--- src/rtl/demux18_dispatch.sv ---
// demux18_dispatch: registered 1-to-8 demultiplexer for DW-bit words.
// A single valid/ready input stream is steered into one of eight lane holding
// registers (or all of them on broadcast). Each lane keeps its word until its
// consumer takes it, so a slow consumer backpressures the source. A lane that
// is popped on the same edge it is reloaded stays full with the new word.
module demux18_dispatch #(
   parameter int DW   = 14,
   parameter int NOUT = 8,
   parameter int CW   = 16
) (
   input  logic                 clk,
   input  logic                 rst,
   input  logic [DW-1:0]        in_data,
   input  logic [2:0]           in_sel,
   input  logic                 in_bcast,
   input  logic                 in_valid,
   output logic                 in_ready,
   output logic [NOUT*DW-1:0]   out_data,
   output logic [NOUT-1:0]      out_valid,
   input  logic [NOUT-1:0]      out_ready,
   output logic [CW-1:0]        accept_cnt,
   output logic [CW-1:0]        stall_cnt
);

   // Per-lane occupancy state: a lane is either empty or holds one word.
   typedef enum logic {
      LANE_EMPTY = 1'b0,
      LANE_FULL  = 1'b1
   } lane_state_t;

   localparam logic [CW-1:0] CNT_ZERO = {CW{1'b0}};
   localparam logic [CW-1:0] CNT_ONE  = {{(CW-1){1'b0}}, 1'b1};
   localparam logic [CW-1:0] CNT_MAX  = {CW{1'b1}};

   // True when the current transfer targets the given lane.
   function automatic logic lane_hit(input logic [2:0] sel,
                                     input logic       bcast,
                                     input logic [2:0] lane_idx);
      return bcast | (sel == lane_idx);
   endfunction

   // Saturating increment: sticks at all-ones instead of wrapping.
   function automatic logic [CW-1:0] sat_inc(input logic [CW-1:0] value);
      logic [CW-1:0] result;
      if (value == CNT_MAX) begin
         result = value;
      end else begin
         result = value + CNT_ONE;
      end
      return result;
   endfunction

   lane_state_t         state_r     [NOUT];
   lane_state_t         state_nxt_s [NOUT];
   logic [DW-1:0]       data_r      [NOUT];
   logic [NOUT-1:0]     lane_free_s;
   logic [NOUT-1:0]     load_s;
   logic [NOUT-1:0]     pop_s;
   logic                accept_s;
   logic                stall_s;
   logic [CW-1:0]       accept_cnt_r;
   logic [CW-1:0]       stall_cnt_r;

   // A lane can take a word when it is empty or is being emptied this cycle.
   always_comb begin
      lane_free_s = {NOUT{1'b0}};
      for (int k = 0; k < NOUT; k++) begin
         lane_free_s[k] = (state_r[k] == LANE_EMPTY) | out_ready[k];
      end
   end

   // Input readiness depends only on the target lane(s), never on in_valid.
   always_comb begin
      in_ready = 1'b0;
      if (in_bcast) begin
         in_ready = &lane_free_s;
      end else begin
         in_ready = lane_free_s[in_sel];
      end
   end

   // Transfer qualifiers for this cycle.
   always_comb begin
      accept_s = 1'b0;
      stall_s  = 1'b0;
      if (in_valid) begin
         accept_s = in_ready;
         stall_s  = ~in_ready;
      end else begin
         accept_s = 1'b0;
         stall_s  = 1'b0;
      end
   end

   // Per-lane load and pop strobes.
   always_comb begin
      load_s = {NOUT{1'b0}};
      pop_s  = {NOUT{1'b0}};
      for (int k = 0; k < NOUT; k++) begin
         load_s[k] = accept_s & lane_hit(in_sel, in_bcast, 3'(k));
         pop_s[k]  = (state_r[k] == LANE_FULL) & out_ready[k];
      end
   end

   // Lane occupancy next state: load has priority over pop, so pop+load stays full.
   always_comb begin
      for (int k = 0; k < NOUT; k++) begin
         state_nxt_s[k] = state_r[k];
         case (state_r[k])
            LANE_EMPTY: begin
               if (load_s[k]) begin
                  state_nxt_s[k] = LANE_FULL;
               end else begin
                  state_nxt_s[k] = LANE_EMPTY;
               end
            end
            LANE_FULL: begin
               if (load_s[k]) begin
                  state_nxt_s[k] = LANE_FULL;
               end else if (pop_s[k]) begin
                  state_nxt_s[k] = LANE_EMPTY;
               end else begin
                  state_nxt_s[k] = LANE_FULL;
               end
            end
            default: begin
               state_nxt_s[k] = LANE_EMPTY;
            end
         endcase
      end
   end

   // Lane occupancy registers.
   always_ff @(posedge clk or posedge rst) begin
      if (rst) begin
         for (int k = 0; k < NOUT; k++) begin
            state_r[k] <= LANE_EMPTY;
         end
      end else begin
         for (int k = 0; k < NOUT; k++) begin
            state_r[k] <= state_nxt_s[k];
         end
      end
   end

   // Lane data registers: capture on load, otherwise hold (a pop keeps the old word).
   always_ff @(posedge clk or posedge rst) begin
      if (rst) begin
         for (int k = 0; k < NOUT; k++) begin
            data_r[k] <= {DW{1'b0}};
         end
      end else begin
         for (int k = 0; k < NOUT; k++) begin
            if (load_s[k]) begin
               data_r[k] <= in_data;
            end else begin
               data_r[k] <= data_r[k];
            end
         end
      end
   end

   // Accept counter wraps; stall counter saturates.
   always_ff @(posedge clk or posedge rst) begin
      if (rst) begin
         accept_cnt_r <= CNT_ZERO;
         stall_cnt_r  <= CNT_ZERO;
      end else begin
         if (accept_s) begin
            accept_cnt_r <= accept_cnt_r + CNT_ONE;
         end else begin
            accept_cnt_r <= accept_cnt_r;
         end
         if (stall_s) begin
            stall_cnt_r <= sat_inc(stall_cnt_r);
         end else begin
            stall_cnt_r <= stall_cnt_r;
         end
      end
   end

   // Flatten lane registers onto the output bus; valid mirrors lane occupancy.
   always_comb begin
      out_data  = {(NOUT*DW){1'b0}};
      out_valid = {NOUT{1'b0}};
      for (int k = 0; k < NOUT; k++) begin
         out_data[k*DW +: DW] = data_r[k];
         out_valid[k]         = (state_r[k] == LANE_FULL);
      end
   end

   // Counter outputs come straight from their registers.
   always_comb begin
      accept_cnt = accept_cnt_r;
      stall_cnt  = stall_cnt_r;
   end

endmodule

--- config.mk ---
export PLATFORM = sky130hd
export DESIGN_NAME = demux18_dispatch
export DESIGN_NICKNAME = d
export VERILOG_FILES = /design/src/rtl/demux18_dispatch.sv
export SDC_FILE = /design/constraint.sdc
export NUM_CORES = 1
export LEC_CHECK = 0
export BUFFER_PORTS_ARGS = -buffer_cell sky130_fd_sc_hd__buf_4
export CORE_ASPECT_RATIO = 0.8
export CORE_MARGIN = 1.5
export CORE_UTILIZATION = 25
export CTS_BUF_LIST = sky130_fd_sc_hd__clkbuf_4 sky130_fd_sc_hd__clkbuf_8 sky130_fd_sc_hd__clkbuf_16
export CTS_CLUSTER_DIAMETER = 30
export DETAILED_ROUTE_END_ITERATION = 7
export GPL_TIMING_DRIVEN = 0
export SLEW_MARGIN = 20
export SYNTH_ARGS = -nofsm -noshare
export SYNTH_HDL_FRONTEND = slang
export SYNTH_SLANG_ARGS = --single-unit
--- constraint.sdc ---
create_clock -name clk -period 4.15 [get_ports clk]
set_input_delay 0.415 -clock clk [delete_from_list [all_inputs] [get_ports clk]]
set_output_delay 0.415 -clock clk [all_outputs]
set_load 0.05 [all_outputs]
==> results of run 1 <==
power breakdown:
| part | internal (uW) | switching, uW |
|---|---|---|
| Combinational | 992 | 2120 |
| Clock | 902 | 636 |
| Sequential | 1930 | 291 |
| Total | 3820 | 3050 |
what timing repair did:
item                      in CTS  in global routing
setup buffers                  0                  0
resized for setup              0                  0
hold buffers                   1                  0
hold endpoints to repair      13                  0
metal layers:
metal	vias to the layer above	global-route usage [%]	routed length [um]
met4	0	3.11	123
met1	2129	19.4	8540
met3	11	5.30	1180
met2	120	19.9	7570
li1	1924	-	-
met5	-	0	0
layout make-up:
type                            count  area (sq um)
Sequential cell                   152          3800
Tap cell                          318           398
Buffer                             17           129
Fill cell                        2417         15800
Clock buffer                       19           447
Timing Repair Buffer              185          1450
Inverter                            8          33.8
Clock inverter                     12           129
Multi-Input combinational cell    254          2350
cell families after synthesis:
family	synth area share (%)
flops	60.2
mux	22.4
simple gates	7.59
xor+xnor	4.16
buf+inv	2.52
compound gates	2.74
fa+ha+maj	0.396
flip-flops by register name (all words and copies together), names as in the netlist:
register	cells
accept_cnt	16
out_data	112
out_valid	8
stall_cnt	16
critical path, cell delays in order, from the launching register on:
cell,delay [ns]
dfrtp_1,0.38
nor2b_1,0.19
nor4_1,0.32
nand4_1,0.29
o22ai_4,0.33
o21a_1,0.35
buf_4,0.31
mux2_1,0.35
worst max-delay path by stage:
stage	cells after the start	start	slack (ns)	end
6_report	7	out_valid[5]$_DFF_PP0_	1.50	out_data[49]$_DFFE_PP0P_
5_1_grt	7	out_valid[5]$_DFF_PP0_	1.28	out_data[49]$_DFFE_PP0P_
4_1_cts	7	out_valid[5]$_DFF_PP0_	1.45	out_data[78]$_DFFE_PP0P_
3_5_place_dp	8	out_ready[0]	1.39	out_data[1]$_DFFE_PP0P_
3_3_place_gp	2	rst	0.66	out_data[20]$_DFFE_PP0P_
2_1_floorplan	4	out_valid[6]$_DFF_PP0_	1.34	in_ready
cell usage in the layout, fill, tap and decap left out, types with 3 or more instances in the layout:
cell / count
dfrtp_1: 152
mux2_4: 28
nand2b_1: 6
buf_4: 183
a31oi_1: 3
nor2_1: 7
clkinv_2: 4
o21a_1: 4
buf_12: 5
nor2b_1: 7
xor2_1: 12
nand3_1: 11
nand2_1: 15
clkbuf_16: 17
inv_1: 7
clkinv_4: 3
buf_2: 4
and3_1: 6
nor4_1: 6
buf_6: 6
o21ai_0: 4
nand4_1: 10
or2_1: 3
clkinvlp_4: 4
nor3_1: 9
mux2_2: 27
clkbuf_1: 3
mux2_1: 59
xnor2_1: 18
metrics by stage:
stage / hold WS, ns / setup WS [ns]
finish: 0.271 / 1.50
detailed placement: 0.429 / 1.39
global placement: 0.467 / 0.664
floorplan: 0.547 / 1.34
CTS: 0.243 / 1.45
global route: 0.260 / 1.28
==> metrics, run 1 <==
outcome=finished, final reports clean; DRT iter0 DRCs=176; Worst Tran Pin Value=0.729 ns; first-pass GRT wire length=27,200 um; Final nets=666; largest net degree at the start of global routing=32; DP Wirelength=12,400 um; DIE HEIGHT=145 um; via/cell ratio=4.34; antenna violations before repair=1; Hold EP=out_data[4]$_DFFE_PP0P_; CP startpoint kind=flip-flop; synthesized cell area=0.00631 sq mm; I/O pins=182; Cells after Synth=431; Finished Core Util=35.6%; top_reg_cell synth=dfrtp_1; Max-slew headroom=51.4%; peak supply drop=0.378 mV; RSZ-0062 raised after global routing=false; Hold Path Class=primary input to flip-flop; # diodes=0; Tot GR Track Use=13.8%; area share of the largest cell type after synthesis=60.2%; synthesis-to-finish area growth=38.5%; Final Cycle Share=63.9%; Reg2Reg Capture Point=out_data[49]$_DFFE_PP0P_; placed cell areas=0.00816 sq mm; setup-violating endpoint count in the final report=0; count leader, synth=dfrtp_1; area of the die=0.0262 sq mm; final clock skew=0.0122 ns; initial core utilization=25.7%; layout cells sized above 1=45.6%; register area share after synthesis=60.2%; hold_sp=in_data[4]; Post-synth EDFFs=0; Fmax achieved=377 MHz; Lkg Pwr=0.00406 uW; Die Wd=181 um; Worst Reg-to-Reg Cells=7; H-tree level count=4; ANT nets after route=0; r2r startpoint=out_valid[5]$_DFF_PP0_; setup TNS=0 ns; cell taking the most area after synthesis=dfrtp_1; Avg Cell Area, Syn=14.6 sq um; routability cong.=0.740; critical path class=flip-flop to flip-flop; most common library cells after synthesis=dfrtp_1 (152), mux2_1 (59), mux2_4 (28), mux2_2 (27), xnor2_1 (18); syn_nets=462; register bit total from synthesis=152; pwr dens=786 mW/mm^2; CTS tree=done; core area=0.0246 sq mm; synth warn=0; vias in the first global route=4,297; final hold vios=0; residual DRC count=0; Hold Path Depth=2; fin crit period=2.65 ns; gr ovfl total=0; total number of vias=4,184; TritonCTS Buffers=17; async set-reset flop share out of synthesis=100%; Max-Cap Viols=0; CTS Sinks=152; post-placement cell count=933; drt first pass iters=4; critical path arrival=2.96 ns; clock latency on the worst-skew pair=0.43 ns; CTS root buf=clkbuf_16; Rows=51; fin area=0.00874 sq mm; Slew Limit Fails=0; WL/cell=18.0 um; Netlist cell types=38; Worst R2R Setup Slack=1.50 ns; wirelength, routed=17,400 um; top cells by area, synth=dfrtp_1 (60%), mux2_1 (11%), mux2_4 (6.7%); Final Non-Filler Cells=965; Worst EP required=4.45 ns; Power Total=6870 uW; clock-pin slew on the worst setup and hold paths=0.07 ns; CP endpoint kind=flip-flop; I/O Buffers=179; worst-case clock buffer depth=2; CP Max Fanout=10
Note: power is estimated with default switching activity, not from simulation.
==> inputs of run 2 (changes only) <==
ABC_AREA = 1   (was not set)
clock period = 2.2 ns   (was 4.15 ns; I/O delays follow)
==> run 2 against run 1 <==
- setup slack got worse by 1.3 ns
- clock power increased by 110%
- hold slack worse by 0.19 ns
- highest routed layer unchanged
- sequential power is 86% higher
- cell count rose by 45%
- core utilization shrank 0.92 points
- critical path depth did not move
- non-clock buffer count is 33 higher
- flip-flop and latch count unchanged
- first-iteration DRC count rose to 2.6 times the previous value
- design area increased by 9.3%
- largest power group unchanged
==> metrics, run 2 <==
outcome=finished, final reports clean; peak supply drop=0.592 mV (+57%); DP Wirelength=18,600 um (+51%); worst-case clock buffer depth=2 (unchanged); # diodes=0 (unchanged); Final nets=1,054 (+58%); top_reg_cell synth=dfrtp_1; CP Max Fanout=19 (+9); fin crit period=2.04 ns; worst setup margin=0.161 ns (-1.34 ns); register area share after synthesis=53.8% (-6.5 points); highest routed metal layer=met4; gr ovfl total=0 (unchanged); Tot GR Track Use=17.7% (+3.9 points); final clock skew=0.0102 ns (-0.00195 ns); Filler cells=2,881 (+19%); met3 wire len=2150 um (+82%); CP endpoint kind=output pin; routability cong.=0.862 (+16%); Power Total=12,900 uW (+88%); clock latency on the worst-skew pair=0.43 ns (about the same); CTS root buf=clkbuf_16; DIE HEIGHT=153 um (+5.7%); RSZ-0062 raised after global routing=true; first-pass GRT wire length=38,900 um (+43%); residual DRC count=0 (unchanged); critical path class=flip-flop to output pin; synthesized cell area=0.00707 sq mm (+12%); critical path's slowest cell=dfrtp_1; initial core utilization=25.7% (-0.036 points); M1 WL=11,900 um (+39%); Cells after Synth=832 (+93%); CTS tree=done; Avg Cell Area, Syn=8.50 sq um (-42%); setup-violating endpoint count in the final report=0 (unchanged); setup TNS=0 ns (unchanged); total number of vias=6,660 (+59%); Rows=54 (+5.9%); synthesis-to-finish area growth=35.1%; Critical Path, Cell by Cell=nand2_2, nand3_1, nor2_1, nand3_1, nand2_4, buf_6, buf_6; I/O pins=182 (unchanged); Max-slew headroom=55.2% (+3.8 points); via/cell ratio=4.76 (+9.7%); drt first pass iters=5 (+1); wirelength, routed=25,800 um (+48%); core area=0.0276 sq mm (+12%); antenna violations before repair=0 (-1); post-placement cell count=1,367 (+47%); vias in the first global route=6,244 (+45%); Final Cycle Share=92.7%; pwr dens=1350 mW/mm^2 (+72%); Hold Path Class=primary input to flip-flop; TritonCTS Buffers=17 (unchanged); Die Wd=191 um (+5.8%); cell taking the most area after synthesis=dfrtp_1; register bit total from synthesis=152 (unchanged); CTS Sinks=152 (unchanged); async set-reset flop share out of synthesis=100% (unchanged); Worst Tran Pin Value=0.672 ns (-0.0564 ns); layout cells sized above 1=24.9% (-21 points); CP startpoint kind=flip-flop; H-tree level count=4 (unchanged); final hold vios=0 (unchanged); Worst EP required=1.98 ns (-2.47 ns); count leader, synth=nand2_1; synth warn=0 (unchanged); I/O Buffers=166 (-7.3%); most common library cells after synthesis=nand2_1 (335), dfrtp_1 (152), nand4_1 (119), nand3_1 (47), inv_1 (30); most frequent cells in the layout=nand2_1 (332), buf_4 (177), dfrtp_1 (152), nand4_1 (119), nand3_1 (47); dpl ws=0.140 ns (-1.25 ns); Max-Cap Viols=0 (unchanged); CP max stage delay=0.39 ns (about the same); commonest non-fill, non-tap cell in the layout=nand2_1; largest net degree at the start of global routing=32 (unchanged); top cells by area, synth=dfrtp_1 (54%), nand2_1 (18%), nand4_1 (11%); WL/cell=18.4 um (+2.0%); Post-synth EDFFs=0 (unchanged); Final Non-Filler Cells=1,400 (+45%); multi-input logic area=0.00281 sq mm (+20%); ANT nets after route=0 (unchanged); met2 wire length=11,400 um (+50%); Netlist cell types=28 (-26%); area of the die=0.0293 sq mm (+12%); number of flip-flops in the largest register=112 (unchanged); clock-pin slew on the worst setup and hold paths=0.07 ns (about the same); Reg area=0.00380 sq mm (unchanged); Lkg Pwr=0.00496 uW (+22%); Fmax achieved=491 MHz; critical path arrival=1.82 ns (-1.14 ns); area share of the largest cell type after synthesis=53.8% (-6.5 points); Worst Hold Margin=0.0842 ns (-0.187 ns); syn_nets=863 (+87%); Slew Limit Fails=0 (unchanged); DRT iter0 DRCs=454 (+160%)
[run 2: cell types whose count changed after synthesis, sizes merged, moves of 7 or more]
cell,delta
inv,+23
clkbuf,+31
nor2b,-7
buf,+15
nor2,+18
xnor2,-9
nand2,+323
nand4,+109
mux2,-114
nand3,+38
[run 2: cell type report]
cell class | instances | share of cell area (%)
Sequential cell | 152 | 39.8
Multi-Input combinational cell | 586 | 29.4
Timing Repair Buffer | 173 | 14.4
Tap cell | 364 | 4.77
Clock buffer | 19 | 4.74
Buffer | 62 | 3.63
Clock inverter | 13 | 2.02
Inverter | 31 | 1.26
[run 2: metal layers]
layer	track usage, %	vias to the layer above
met5	0	-
met4	4.43	0
met3	5.67	24
met2	25.9	238
met1	25.2	3253
li1	-	3145
[run 2: final timing paths]
check | slack [ns] | to | start | depth (start not counted)
worst max register to register | 0.18 | out_data[14]$_DFFE_PP0P_ | out_valid[7]$_DFF_PP0_ | 10
worst min-delay path | 0.08 | out_valid[5]$_DFF_PP0_ | out_ready[5] | 4
worst max-delay path | 0.16 | in_ready | out_valid[7]$_DFF_PP0_ | 7
min in group asynchronous | 0.38 | accept_cnt[1]$_DFFE_PP0P_ | rst | 3
max in group asynchronous | 0.83 | out_data[66]$_DFFE_PP0P_ | rst | 6
worst min register to register | 0.47 | out_data[99]$_DFFE_PP0P_ | out_data[99]$_DFFE_PP0P_ | 2
[run 2: metrics by stage]
step	utilization, %	cell area, sq um
3_5_place_dp	32.2	8890
2_1_floorplan	-	7080
5_1_grt	34.7	9560
4_1_cts	34.7	9550
3_3_place_gp	31.8	8780
6_report	34.7	9560
[run 2: repair_timing]
| item | 4_1_cts | 5_1_grt |
|---|---|---|
| hold buffers | 1 | 0 |
| setup endpoints to repair | 1 | 7 |
| pin swaps | 1 | 0 |
| gates resized for setup | 4 | 1 |
| setup buffers | 1 | 0 |
| hold endpoints to repair | 19 | 0 |
[run 2: report_power, final]
part           switching (uW)  internal (uW)
sequential                593           3540
clock                    1240           1970
combinational            4080           1500
[run 2: kinds of logic (layout without fill, tap and decap cells)]
logic type	Yosys count	in the layout	share of synthesized area [%]
fa+ha+maj	2	2	0.354
xor+xnor	27	27	3.34
simple gates	543	543	34.9
flops	152	152	53.8
buf+inv	94	298	6.60
compound gates	14	14	0.990
[run 2: critical path, delay by kind of cell, from the launching register on]
family	cells	cell delay [ns]
buffers and inverters	2	0.38
DFF	1	0.39
and+or+nand+nor	5	0.62
==> inputs of run 3 (changes only) <==
CAP_MARGIN = 10   (was not set)
CORE_MARGIN = 2   (was 1.5)
HOLD_SLACK_MARGIN = 0.03   (was not set)
==> run 3 against run 2 <==
- core utilization shrank 0.64 points
- combinational power is essentially flat
- setup slack gained 0.012 ns
- critical path type unchanged
- largest power group unchanged
==> metrics, run 3 (same netlist as run 2, synthesis figures left out) <==
RSZ-0062 raised after global routing=false; gr ovfl total=0 (unchanged); setup TNS=0 ns (unchanged); Max-Cap Viols=0 (unchanged); Critical Path, Cell by Cell=nand2_2, nand3_1, nor2_1, nand3_1, nand2_4, buf_6, buf_6; routability cong.=0.846 (-1.9%); number of flip-flops in the largest register=112 (unchanged); via/cell ratio=4.67 (-1.7%); final hold vios=0 (unchanged); Worst Hold Margin=0.0748 ns (-0.00942 ns); I/O Buffers=166 (unchanged); critical path class=flip-flop to output pin; CP startpoint kind=flip-flop; critical path arrival=1.81 ns (about the same); CP Max Fanout=19 (unchanged); wirelength, routed=25,400 um (-1.2%); Hold Path Class=primary input to flip-flop; fin crit period=2.03 ns (-0.0121 ns); Finished Core Util=34.0% (-0.64 points); outcome=finished, final reports clean; Final Cycle Share=92.1% (-0.55 points); commonest non-fill, non-tap cell in the layout=nand2_1; initial core utilization=25.2% (-0.47 points); setup-violating endpoint count in the final report=0 (unchanged); TritonCTS Buffers=17 (unchanged); WL/cell=18.1 um (-1.6%); core area=0.0281 sq mm (+1.9%); H-tree level count=4 (unchanged); clock latency on the worst-skew pair=0.43 ns (about the same); CTS Sinks=152 (unchanged); critical path's slowest cell=dfrtp_1; I/O pins=182 (unchanged); area of the die=0.0297 sq mm (+1.2%); Worst Tran Pin Value=0.684 ns (+0.0113 ns); antenna violations before repair=0 (unchanged); synthesis-to-finish area growth=35.1% (about the same); DP Wirelength=18,500 um (-0.55%); DRT iter0 DRCs=427 (-5.9%); ANT nets after route=0 (unchanged); Rows=55 (+1.9%); # diodes=0 (unchanged); clock-pin slew on the worst setup and hold paths=0.06 ns (about the same); CP endpoint kind=output pin; Filler cells=2,944 (+2.2%); Slew Limit Fails=0 (unchanged); layout cells sized above 1=24.7% (-0.19 points); CP max stage delay=0.39 ns (about the same); Top delay family on crit path=simple AND/OR/NAND/NOR gates; Reg area=0.00380 sq mm (unchanged); Max-slew headroom=54.4% (-0.75 points); Die Wd=192 um (+0.52%); Power Total=12,900 uW (about the same); final clock skew=0.0110 ns (+0.000764 ns); vias in the first global route=6,216 (-0.45%); Final nets=1,054 (unchanged); Fmax achieved=493 MHz (+0.60%); Tot GR Track Use=17.4% (-0.36 points); drt first pass iters=5 (unchanged); worst-case clock buffer depth=2 (unchanged); Lkg Pwr=0.00495 uW (about the same); residual DRC count=0 (unchanged); pwr dens=1350 mW/mm^2 (+0.10%); DIE HEIGHT=154 um (+0.65%); CTS tree=done; Worst EP required=1.98 ns (about the same); worst path buffer plus inverter count=2 (unchanged); CTS root buf=clkbuf_16; peak supply drop=0.609 mV (+2.9%); most frequent cells in the layout=nand2_1 (334), buf_4 (177), dfrtp_1 (152), nand4_1 (119), nand3_1 (47); multi-input logic area=0.00281 sq mm (-0.18%); largest net degree at the start of global routing=33 (+3.1%); total number of vias=6,573 (-1.3%); first-pass GRT wire length=38,600 um (-0.89%)
[run 3: path summary, 6_finish.rpt]
path,startpoint,endpoint,slack [ns],cells past startpoint
max,out_valid[7]$_DFF_PP0_,in_ready,0.17,7
min in group asynchronous,rst,stall_cnt[2]$_DFFE_PP0P_,0.33,3
max in group asynchronous,rst,out_data[78]$_DFFE_PP0P_,0.95,6
min reg2reg,out_data[97]$_DFFE_PP0P_,out_data[97]$_DFFE_PP0P_,0.47,2
max reg2reg,out_valid[7]$_DFF_PP0_,out_data[15]$_DFFE_PP0P_,0.20,10
min,out_ready[5],out_valid[5]$_DFF_PP0_,0.07,4
[run 3: area by class of cell]
type                    count  share of cell area [%]
multi-input cells         586                    29.4
flip-flops and latches    152                    39.8
plain buffers              62                    3.63
repair buffers            173                    14.3
inverters                  31                    1.26
clock inverters            12                    1.96
well taps                 370                    4.84
clock buffers              20                    4.82
[run 3: worst reg2reg max path: stages, from the launching register on]
cell	delay (ns)
dfrtp_1	0.39
nand2_2	0.14
nand3_1	0.10
nor2_1	0.12
nand3_1	0.13
nand2_4	0.11
buf_4	0.21
nand3_1	0.24
buf_2	0.31
nand2_1	0.08
nand2_1	0.04
[run 3: routing by layer]
metal / track usage (%) / up-vias / wire length [um] / part of all wire [%]
met5: 0 / - / 0 / 0
met4: 3.05 / 0 / 172 / 0.68
met3: 5.15 / 12 / 1900 / 7.5
met2: 25.6 / 195 / 11300 / 44
met1: 25.4 / 3219 / 12100 / 47
li1: - / 3147 / - / -
[run 3: what timing repair did]
action | 4_1_cts | 5_1_grt
hold buffers | 1 | 0
gates resized for setup | 2 | 1
hold endpoints to repair | 11 | 0
pin swaps | 1 | 0
setup buffers | 1 | 0
setup endpoints to repair | 1 | 1
[run 3: stage by stage]
step	cell area [sq um]	setup WS, ns	instances
2_1_floorplan	7080	0.0631	832
3_3_place_gp	8790	-1.11	1368
3_5_place_dp	8890	0.116	1373
4_1_cts	9550	0.0640	1406
5_1_grt	9560	0.0402	1406
6_report	9560	0.173	1406
[run 3: where the power goes]
part | leakage (uW) | total [uW] | switching (uW) | internal, uW
clock network | 0.000312 | 3260 | 1270 | 1990
logic | 0.00271 | 5580 | 4070 | 1500
registers | 0.00193 | 4110 | 566 | 3540
total | 0.00495 | 12900 | 5910 | 7030
